--- src/rtl/blink_pkg.sv ---
// Shared types and defaults for the LED blink sequencer.
// Feature macro used by the top: BLINK_STATS_EN (wrap counter).
package blink_pkg;

    typedef enum logic [1:0] {
        IDLE,
        ARM,
        RUN
    } blink_state_t;

    localparam int         DEFAULT_PATTERN_LEN = 8;
    localparam logic [7:0] DEFAULT_PATTERN     = 8'b1010_1100;

endpackage

--- src/rtl/edge_sync_detect.sv ---
// Purpose: synchronise a slow level and emit a one-cycle pulse on each rising edge.
// Latency: rise is seen SYNC_STAGES cycles after the level is first sampled high.
// Backpressure: none; free-running, pulses are masked until the chain has primed after reset.
module edge_sync_detect #(
    parameter int SYNC_STAGES = 2
) (
    input  logic clk,
    input  logic reset,
    input  logic d,
    output logic rise
);

    localparam int                 PRIME_W    = $clog2(SYNC_STAGES + 2);
    localparam logic [PRIME_W-1:0] PRIME_INIT = PRIME_W'(SYNC_STAGES + 1);

    logic [SYNC_STAGES-1:0] sync_q;
    logic                   s_sync;
    logic                   s_prev;
    logic [PRIME_W-1:0]     prime_cnt;
    logic                   primed;

    assign s_sync = sync_q[SYNC_STAGES-1];
    assign primed = (prime_cnt == '0);

    always_ff @(posedge clk) begin
        if (reset) begin
            sync_q    <= '0;
            s_prev    <= 1'b0;
            prime_cnt <= PRIME_INIT;
        end else begin
            sync_q <= {sync_q[SYNC_STAGES-2:0], d};
            s_prev <= s_sync;
            // Hold off until s_prev holds a genuine post-reset sample, so a
            // level that was already high across reset never fakes an edge.
            if (!primed) begin
                prime_cnt <= prime_cnt - 1'b1;
            end
        end
    end

    assign rise = s_sync & ~s_prev & primed;

endmodule

--- src/rtl/blink_sequencer.sv ---
// Purpose: play a programmable LED pattern, one bit per divided_clk period (BLINK_STATS_EN adds wrap_count).
// Latency: led/step update on the edge that consumes a tick; tick trails a divided_clk rise by SYNC_STAGES cycles.
// Backpressure: none; loads are held pending and applied in IDLE, on the arming tick or on the wrap tick.
module blink_sequencer
    import blink_pkg::*;
#(
    parameter int                     SYNC_STAGES = 2,
    parameter int                     PATTERN_LEN = DEFAULT_PATTERN_LEN,
    parameter logic [PATTERN_LEN-1:0] PATTERN     = DEFAULT_PATTERN,
    localparam int                    STEP_W      = $clog2(PATTERN_LEN)
) (
    input  logic                   clk,
    input  logic                   reset,
    input  logic                   divided_clk,
    input  logic                   enable,
    input  logic                   load,
    input  logic [PATTERN_LEN-1:0] pattern_in,
    output logic                   led,
    output logic                   tick,
    output logic [STEP_W-1:0]      step,
    output logic                   busy,
    output logic [7:0]             wrap_count
);

    localparam logic [STEP_W-1:0] LAST_STEP = STEP_W'(PATTERN_LEN - 1);

    blink_state_t           state;
    logic [PATTERN_LEN-1:0] pattern_reg;
    logic [PATTERN_LEN-1:0] pending_pat;
    logic                   pending_valid;

    logic [PATTERN_LEN-1:0] next_pat;
    logic [STEP_W-1:0]      step_inc;
    logic                   at_last;

    edge_sync_detect #(
        .SYNC_STAGES(SYNC_STAGES)
    ) u_edge (
        .clk  (clk),
        .reset(reset),
        .d    (divided_clk),
        .rise (tick)
    );

    // A load in the same cycle as an applying tick takes effect immediately.
    always_comb begin
        next_pat = pattern_reg;
        if (load) begin
            next_pat = pattern_in;
        end else if (pending_valid) begin
            next_pat = pending_pat;
        end
    end

    assign step_inc = step + 1'b1;
    assign at_last  = (step == LAST_STEP);
    assign busy     = (state != IDLE);

    always_ff @(posedge clk) begin
        if (reset) begin
            state         <= IDLE;
            led           <= 1'b0;
            step          <= '0;
            pattern_reg   <= PATTERN;
            pending_pat   <= '0;
            pending_valid <= 1'b0;
        end else begin
            if (load) begin
                pending_pat   <= pattern_in;
                pending_valid <= 1'b1;
            end

            case (state)
                IDLE: begin
                    led  <= 1'b0;
                    step <= '0;
                    if (pending_valid) begin
                        pattern_reg <= pending_pat;
                        if (!load) begin
                            pending_valid <= 1'b0;
                        end
                    end
                    if (enable) begin
                        state <= ARM;
                    end
                end

                ARM: begin
                    if (!enable) begin
                        state <= IDLE;
                        led   <= 1'b0;
                        step  <= '0;
                    end else if (tick) begin
                        state         <= RUN;
                        step          <= '0;
                        pattern_reg   <= next_pat;
                        pending_valid <= 1'b0;
                        led           <= next_pat[0];
                    end
                end

                RUN: begin
                    if (!enable) begin
                        state <= IDLE;
                        led   <= 1'b0;
                        step  <= '0;
                    end else if (tick) begin
                        if (at_last) begin
                            step          <= '0;
                            pattern_reg   <= next_pat;
                            pending_valid <= 1'b0;
                            led           <= next_pat[0];
                        end else begin
                            step <= step_inc;
                            led  <= pattern_reg[step_inc];
                        end
                    end
                end

                default: begin
                    state <= IDLE;
                    led   <= 1'b0;
                    step  <= '0;
                end
            endcase
        end
    end

`ifdef BLINK_STATS_EN
    logic [7:0] wrap_q;

    always_ff @(posedge clk) begin
        if (reset) begin
            wrap_q <= 8'd0;
        end else if ((state == RUN) && enable && tick && at_last && (wrap_q != 8'hFF)) begin
            wrap_q <= wrap_q + 8'd1;
        end
    end

    assign wrap_count = wrap_q;
`else
    assign wrap_count = 8'd0;
`endif

endmodule

--- config.mk ---
export PLATFORM = sky130hd
export DESIGN_NAME = blink_sequencer
export DESIGN_NICKNAME = d
export VERILOG_FILES = /design/src/rtl/blink_pkg.sv /design/src/rtl/edge_sync_detect.sv /design/src/rtl/blink_sequencer.sv
export SDC_FILE = /design/constraint.sdc
export NUM_CORES = 1
export LEC_CHECK = 0
export CORE_UTILIZATION = 40
export CTS_CLUSTER_DIAMETER = 80
export DETAILED_ROUTE_END_ITERATION = 12
export MAX_ROUTING_LAYER = met4
export SLEW_MARGIN = 20
export SYNTH_ARGS = -nofsm -noshare
export SYNTH_HDL_FRONTEND = slang
export SYNTH_SLANG_ARGS = --single-unit
--- constraint.sdc ---
create_clock -name clk -period 2.1 [get_ports clk]
set_clock_uncertainty 0.05 [all_clocks]
set_input_delay 0.63 -clock clk [delete_from_list [all_inputs] [get_ports clk]]
set_output_delay 0.63 -clock clk [all_outputs]
set_load 0.005 [all_outputs]
After elaboration in Yosys (flattened, before gate mapping)
Cells that the tools add are included.

Flip-flop bits (word level): 28.

Order comparisons: 1. Reductions and logical operators: 7. Add/sub/neg operators: 2. Mux-type cells: 36. Equal/unequal tests: 12. Bitwise operators: 3.

Operator list (number): 8-bit 2-to-1 mux (7); 8-bit case mux with 3 select lines (1); 3-bit 2-to-1 mux (5); 1-bit 2-to-1 mux (14); 2-bit inequality test, second input constant (7); 2-bit 2-to-1 mux (4); 3-bit inequality test, second input constant (2); 2-bit case mux with 3 select lines (1); 3-bit case mux with 2 select lines (1); 6-bit AND reduction (1); 2-bit logical NOT (2); 3-bit by 4-bit < comparator with 1-bit output, second input constant (1); 3-bit by 1-bit adder with 3-bit output, second input constant (1); 1-bit binary-select mux with 3-bit select (1); 3-bit == test, second input constant (1); 1-bit case mux with 3 select lines (1); 3-bit AND reduction (1); 3-bit nonzero test (1); 1-bit bitwise AND (2); 2-bit by 1-bit == test with 1-bit output, second input constant (1); 2-bit == test, second input constant (1); 1-bit case mux with 2 select lines (1); 2-bit AND reduction (1); 2-bit nonzero test (1); other kinds (2) (2).

Logic depth before layout (Yosys ltp)
Gate-level depths: netlist of run 1.

Depth after elaboration: 7. Gate-level depth with buffers: 7.

By module
From an unflattened synthesis of run 1, not the netlist that was laid out.

Cells, all modules: 163. Area, all modules: 1485.2 µm².

By module, submodules not included: blink_sequencer (instances 1, area an instance 1303.8 µm², cells an instance 145, sequential area each 460.4 µm²); edge_sync_detect (instances 1, area an instance 181.4 µm², cells an instance 18, sequential area each 100.1 µm²).

Worst setup path before layout of run 1
No wires, ideal clock.

Kind: reg2reg. From: register step[0]. To: register pattern_reg[5]. Arrival time: 1666 ps. Required time: 1930 ps. Period minus slack after synthesis: 1836 ps. Cell stages (with the launch flop): 7. Library setup time: 120 ps. Setup slack: 264 ps. Path buffers: 0. Cells stage by stage: dfxtp_1 -> ha_1 -> ha_1 -> nand2b_1 -> a31oi_1 -> a2111oi_0 -> a211o_1.

Longest elaborated chain between the ends: 3.

RTL lines: from (decl) (line blink_sequencer.sv:20) `output logic [STEP_W-1:0] step,`; from (signal assigned) (line blink_sequencer.sv:114) `step <= step_inc;`; 3-bit == test (line blink_sequencer.sv:56) `assign at_last = (step == LAST_STEP);`; 2-bit inequality test (no source line); 6-bit AND reduction (no source line); to (signal assigned) (line blink_sequencer.sv:78) `pattern_reg <= pending_pat;`; to (signal assigned) (line blink_sequencer.sv:96) `pattern_reg <= next_pat;`; to (signal assigned) (line blink_sequencer.sv:110) `pattern_reg <= next_pat;`; to (decl) (line blink_sequencer.sv:28) `logic [PATTERN_LEN-1:0] pattern_reg;`.

Every way passes these cells. A chain may end at the register's enable or synchronous reset.

Worst setup path after layout of run 1
From: register u_edge.prime_cnt[0]. To: output port tick.

Longest elaborated chain between the ends: 2.

RTL lines: from (decl) (line edge_sync_detect.sv:19) `logic [PRIME_W-1:0] prime_cnt;`; from (signal assigned) (line edge_sync_detect.sv:36) `prime_cnt <= prime_cnt - 1'b1;`; 2-bit logical NOT (line edge_sync_detect.sv:23) `assign primed = (prime_cnt == '0);`; 1-bit bitwise AND (line edge_sync_detect.sv:41) `assign rise = s_sync & ~s_prev & primed;`; to (decl) (line blink_sequencer.sv:19) `output logic tick,`.

Every way passes these cells.

==> impl_metrics.toml, run 1 <==
[timing]
setup_tns_ns = 0
slew_viol_final = 0
hold_violations = 0
max_freq_mhz = 497
setup_violations = 0
period_share_pct = 95.7
rsz0062_at_grt = "false"
hold-worst-slack_ns = 0.393
min_period_ns = 2.01

[min_path]
hold_path.class = "flop to flop"

[synth]
synthDistinctLibCells = 38
synth_top_area_cell = "dfxtp_1"
synthArstFlopShare_pct = 0
synth-edff-count = 0
syn_area_mm2 = 0.00150
ys_top_cells_by_count = "dfxtp_1 (28), mux2i_1 (16), nor2_1 (16)"
synth_seq_cells = 28
ys_top_cells_by_area = "dfxtp_1 (37%), mux2i_1 (11%), ha_1 (6.7%), buf_4 (4.5%), nor2_1 (4.0%)"
ys.flop_type = "dfxtp_1"
synthCells = 162
yosysSeqAreaShare_pct = 37.5
yosysMostFrequentCell = "dfxtp_1"
synth_warnings = 0
synth_top_area_share_pct = 37.5
syn_area_per_cell_um2 = 9.23

[grt]
antenna_found_initial = 0
grt_overflow_total = 0
grt_max_degree = 29
grt_pass1_vias = 1174
grt_usage_pct = 17.6
grt_pass1_wl_um = 5270

[route]
dr.pass1.iters = 4
vias_per_cell = 5.15
drt_iter0_drc = 40
finalWirelength_um = 3050
routedWlPerCell_um = 12.9
ant_nets = 0
post-route-drc-count = 0
vias = 1221

[job]
maxCapViolCount = 0

[cts]
cts_tree = "built"
clockRootBuffer = "clkbuf_8"
path_clk_slew_ns = 0.09
clk_path_buf_depth = 2
htreeDepth = 1
clk_latency_ns = 0.28
cts_buffers = 3
cts_sinks = 28
postCtsHoldBufs = 0

[pwr]
p_int_mw = 0.894
p_seq_share_pct = 49.7
p_sw_mw = 0.319
p_clk_share_pct = 27.5
ir_worst_vdd_uv = 325
powerDensity_mw_per_mm2 = 646
total_leakage_power_nw = 0.819
total_power_mw = 1.21
switching_share_pct = 26.3
combPwrFrac_pct = 22.8

[placement]
dp_hpwl_um = 2150
place_area_mm2 = 0.00177
place.gp.congestion = 0.834
numPortBuffers = 18

[floorplanning]
die_y_um = 63.1
rows = 21
die_area_mm2 = 0.00399
io_pins = 27
core-area_mm2 = 0.00347
initial_core_util_pct = 43.1
die_width_um = 63.1

[setup_path]
crit_path_start_kind = "flop"
worst_ep_arrival_time_ns = 1.33
crit_required_ns = 1.42
path_cells = "inv_1 -> ha_2 -> nand3b_1 -> inv_2 -> dlygate4sd2_1"
crit_type = "flop to output pin"
crit_slowest_cell = "dfxtp_1"
path_max_fanout = 2
crit_path_end_kind = "output pin"
critPathMaxStageDelay_ns = 0.36

[finish]
area_delta_synth_final_pct = 25.6
multi_input_area_um2 = 846
n_fill_cell = 327
final_nets = 213
n_antenna_cell = 0
seqCellArea_um2 = 563
final_area_mm2 = 0.00188
final_layout_size_suffix_gt1_share_pct = 16.8
fin_util_pct = 54.1

[run_status]
outcome = "completed"
[logic make-up (layout without fill, tap and decap cells)]
family,after synthesis,in the layout,share of synthesized area (%)
compound gates,30,30,14.3
xor+xnor,1,1,0.586
buf+inv,25,47,8.70
simple gates,49,49,17.2
fa+ha+maj,8,8,6.69
mux,20,20,14.7
other cells,1,8,0.251
flops,28,28,37.5
[cell usage in the layout, fill, tap and decap left out, types with 2 or more instances in the layout]
cell,Yosys,layout
dfxtp_1,28,26
mux2i_1,16,16
nor2_1,16,16
clkdlybuf4s50_1,0,16
buf_4,9,13
nand2_1,11,11
inv_1,9,8
conb_1,1,8
a21oi_1,7,7
ha_1,8,6
nand3b_1,4,4
nand2b_1,4,4
o21ai_0,4,4
a2111oi_0,4,4
a211o_1,4,4
clkbuf_8,0,4
nor2b_1,3,3
a221oi_1,3,3
mux2_2,3,3
inv_2,1,2
a31oi_1,2,2
or4_1,2,2
or4b_1,2,2
nor3_1,2,2
buf_12,0,2
dfxtp_2,0,2
[routing by layer]
layer	global-route usage, %	wire, um
met5	-	0
met4	9.88	77
met3	3.08	108
met2	29.3	1430
met1	19.8	1430
[layout make-up]
| cell class | count | area share (%) |
|---|---|---|
| Clock buffer | 4 | 2.93 |
| Inverter | 10 | 2.00 |
| Multi-Input combinational cell | 116 | 45.0 |
| Sequential cell | 28 | 30.0 |
| Tap cell | 46 | 3.06 |
| Timing Repair Buffer | 33 | 17.0 |
[power groups by stage]
stage,combinational [mW],clock [mW],sequential (mW)
2_1_floorplan,0.184,0,0.609
3_3_place_gp,0.257,0,0.613
3_5_place_dp,0.266,0,0.614
4_1_cts,0.277,0.350,0.602
5_1_grt,0.311,0.367,0.608
6_report,0.277,0.334,0.603
[worst max-delay path: cells and delay by family (launching register included)]
family	cells	cell delay, ns
adders and majority gates	1	0.19
and+or+nand+nor	1	0.15
DFF	1	0.36
buffers and inverters	3	0.36
[stage by stage]
| step | std cells | setup slack, ns |
|---|---|---|
| 2_1_floorplan | 169 | 0.264 |
| 3_3_place_gp | 229 | -0.130 |
| 4_1_cts | 236 | 0.00181 |
| 3_5_place_dp | 229 | -0.145 |
| 6_report | 237 | 0.0893 |
| 5_1_grt | 237 | 0.00252 |
[final timing paths]
| kind | cells past startpoint | slack [ns] | startpoint | endpoint |
|---|---|---|---|---|
| setup / recovery | 5 | 0.09 | u_edge.prime_cnt[0]$_SDFFE_PP1P_ | tick |
| hold / removal | 1 | 0.39 | u_edge.sync_q[0]$_SDFF_PP0_ | u_edge.sync_q[1]$_SDFF_PP0_ |
| setup reg to reg | 6 | 0.14 | step[0]$_SDFFE_PP0P_ | led$_SDFFE_PP0P_ |
| hold reg to reg | 1 | 0.39 | u_edge.sync_q[0]$_SDFF_PP0_ | u_edge.sync_q[1]$_SDFF_PP0_ |
[what timing repair did]
| action | in CTS | in global routing |
|---|---|---|
| pin swaps | 1 | 0 |
| resized for setup | 7 | 1 |
| endpoints found under the setup margin | 2 | 2 |
| buffers inserted | 3 | 1 |
No activity file was read; power rests on OpenSTA's default activity.
==> run 2: changes to the inputs <==
- CORE_UTILIZATION: 40 -> 51
- PLACE_DENSITY: not set -> 0.78
==> impl_metrics.toml, run 2 (synthesis results as in run 1) <==
[run_status]
outcome = "completed"

[finish]
final_common_cell = "dfxtp_1"
fin_util_pct = 67.2
seqCellArea_um2 = 566
stdcell_count = 222
area_delta_synth_final_pct = 23.9
final_nets = 213
final_layout_size_suffix_gt1_share_pct = 18.3
final_cell_mix = "dfxtp_1 (24), mux2i_1 (16), nor2_1 (16), clkdlybuf4s50_1 (16), buf_4 (13)"
n_antenna_cell = 0
n_fill_cell = 235
multi_input_area_um2 = 860
final_area_mm2 = 0.00185

[setup_path]
crit_path_end_kind = "output pin"
path_max_fanout = 2
crit_type = "flop to output pin"
crit_slowest_cell = "dfxtp_2"
crit_required_ns = 1.42
worst_ep_arrival_time_ns = 1.31
critPathMaxStageDelay_ns = 0.35
crit_path_start_kind = "flop"
path_cells = "inv_1 -> ha_4 -> nand3b_1 -> inv_2 -> dlygate4sd2_1"

[pwr]
total_power_mw = 1.17
total_leakage_power_nw = 0.799
ir_worst_vdd_uv = 551
powerDensity_mw_per_mm2 = 631

[timing]
setup_violations = 0
layout_setup_ws_ns = 0.110
min_period_ns = 1.99
rsz0062_at_grt = "false"
period_share_pct = 94.7
max_freq_mhz = 503
slew_viol_final = 0
hold_violations = 0

[grt]
antenna_found_initial = 0
grt_max_degree = 24
grt_pass1_wl_um = 5400
grt_pass1_vias = 1232
grt_overflow_total = 0
grt_usage_pct = 22.3

[cts]
path_clk_slew_ns = 0.14
htreeDepth = 1
cts_tree = "built"
clk_path_buf_depth = 2
clk_latency_ns = 0.33
cts_sinks = 28
cts_buffers = 3
clockRootBuffer = "clkbuf_4"

[job]
maxCapViolCount = 0

[min_path]
hold_path.class = "flop to flop"

[route]
vias = 1270
ant_nets = 0
post-route-drc-count = 0
dr.pass1.iters = 4
routedWlPerCell_um = 15.0
finalWirelength_um = 3340
drt_iter0_drc = 47
vias_per_cell = 5.72

[placement]
place_area_mm2 = 0.00175
dp_cells = 213
place.gp.congestion = 0.780
dp_slack_ns = -0.184
dp_hpwl_um = 2360
numPortBuffers = 18

[floorplanning]
rows = 19
die_y_um = 56.1
core-area_mm2 = 0.00276
die_width_um = 56.1
io_pins = 27
die_area_mm2 = 0.00315
initial_core_util_pct = 54.2
-- run 2: cell count changes in the layout (fill, tap and decap cells not counted) --
cell,change
dlygate4sd2_1,+1
dlymetal6s2s_1,-1
clkbuf_8,-3
inv_1,-1
inv_2,+1
ha_2,-1
ha_4,+1
clkbuf_4,+3
dfxtp_2,+2
a2111oi_0,-3
a2111oi_1,+3
dfxtp_1,-2
-- run 2: worst paths after layout --
kind / start / endpoint / slack [ns] / cells after the start
worst max-delay path: u_edge.prime_cnt[0]$_SDFFE_PP1P_ / tick / 0.11 / 5
worst min-delay path: u_edge.sync_q[0]$_SDFF_PP0_ / u_edge.sync_q[1]$_SDFF_PP0_ / 0.41 / 1
worst max register to register: step[0]$_SDFFE_PP0P_ / led$_SDFFE_PP0P_ / 0.14 / 6
worst min register to register: u_edge.sync_q[0]$_SDFF_PP0_ / u_edge.sync_q[1]$_SDFF_PP0_ / 0.41 / 1
-- run 2: metal layers --
metal	part of all wire (%)	wire [um]	global-route usage, %	vias to the layer above
met1	42	1410	26.0	613
li1	-	-	-	618
met5	0	0	-	-
met4	1.9	63	9.06	0
met2	53	1760	38.8	30
met3	3.1	105	2.79	9
-- run 2: stage by stage --
| stage | setup TNS, ns | hold WS, ns |
|---|---|---|
| 2_1_floorplan | 0 | 0.364 |
| 3_3_place_gp | -0.202 | 0.368 |
| 3_5_place_dp | -0.637 | 0.399 |
| 4_1_cts | 0 | 0.417 |
| 5_1_grt | 0 | 0.429 |
| 6_report | 0 | 0.413 |
-- run 2: what timing repair did --
action,in CTS,in global routing
hold endpoints to repair,0,0
endpoints found under the setup margin,2,4
pin swaps,2,0
hold buffers,0,0
gates cloned,0,0
gates resized for setup,11,4
setup buffers,5,0
-- run 2: final cells by class --
cell class | count | area share, %
flip-flops and latches | 28 | 30.5
clock buffers | 4 | 1.96
inverters | 10 | 2.03
well taps | 31 | 2.09
multi-input cells | 116 | 46.4
repair buffers | 33 | 17.0
-- run 2: report_power, final --
part	switching [mW]	total [mW]	internal (mW)
Sequential	0.0310	0.610	0.579
Combinational	0.141	0.297	0.156
Clock	0.157	0.263	0.106
Total	0.328	1.17	0.842
-- run 2: critical path: cells and delay by family, from the launching register on --
kind / cells / cell delay (ns)
fa+ha+maj: 1 / 0.15
flops: 1 / 0.35
simple gates: 1 / 0.13
buf+inv: 3 / 0.36
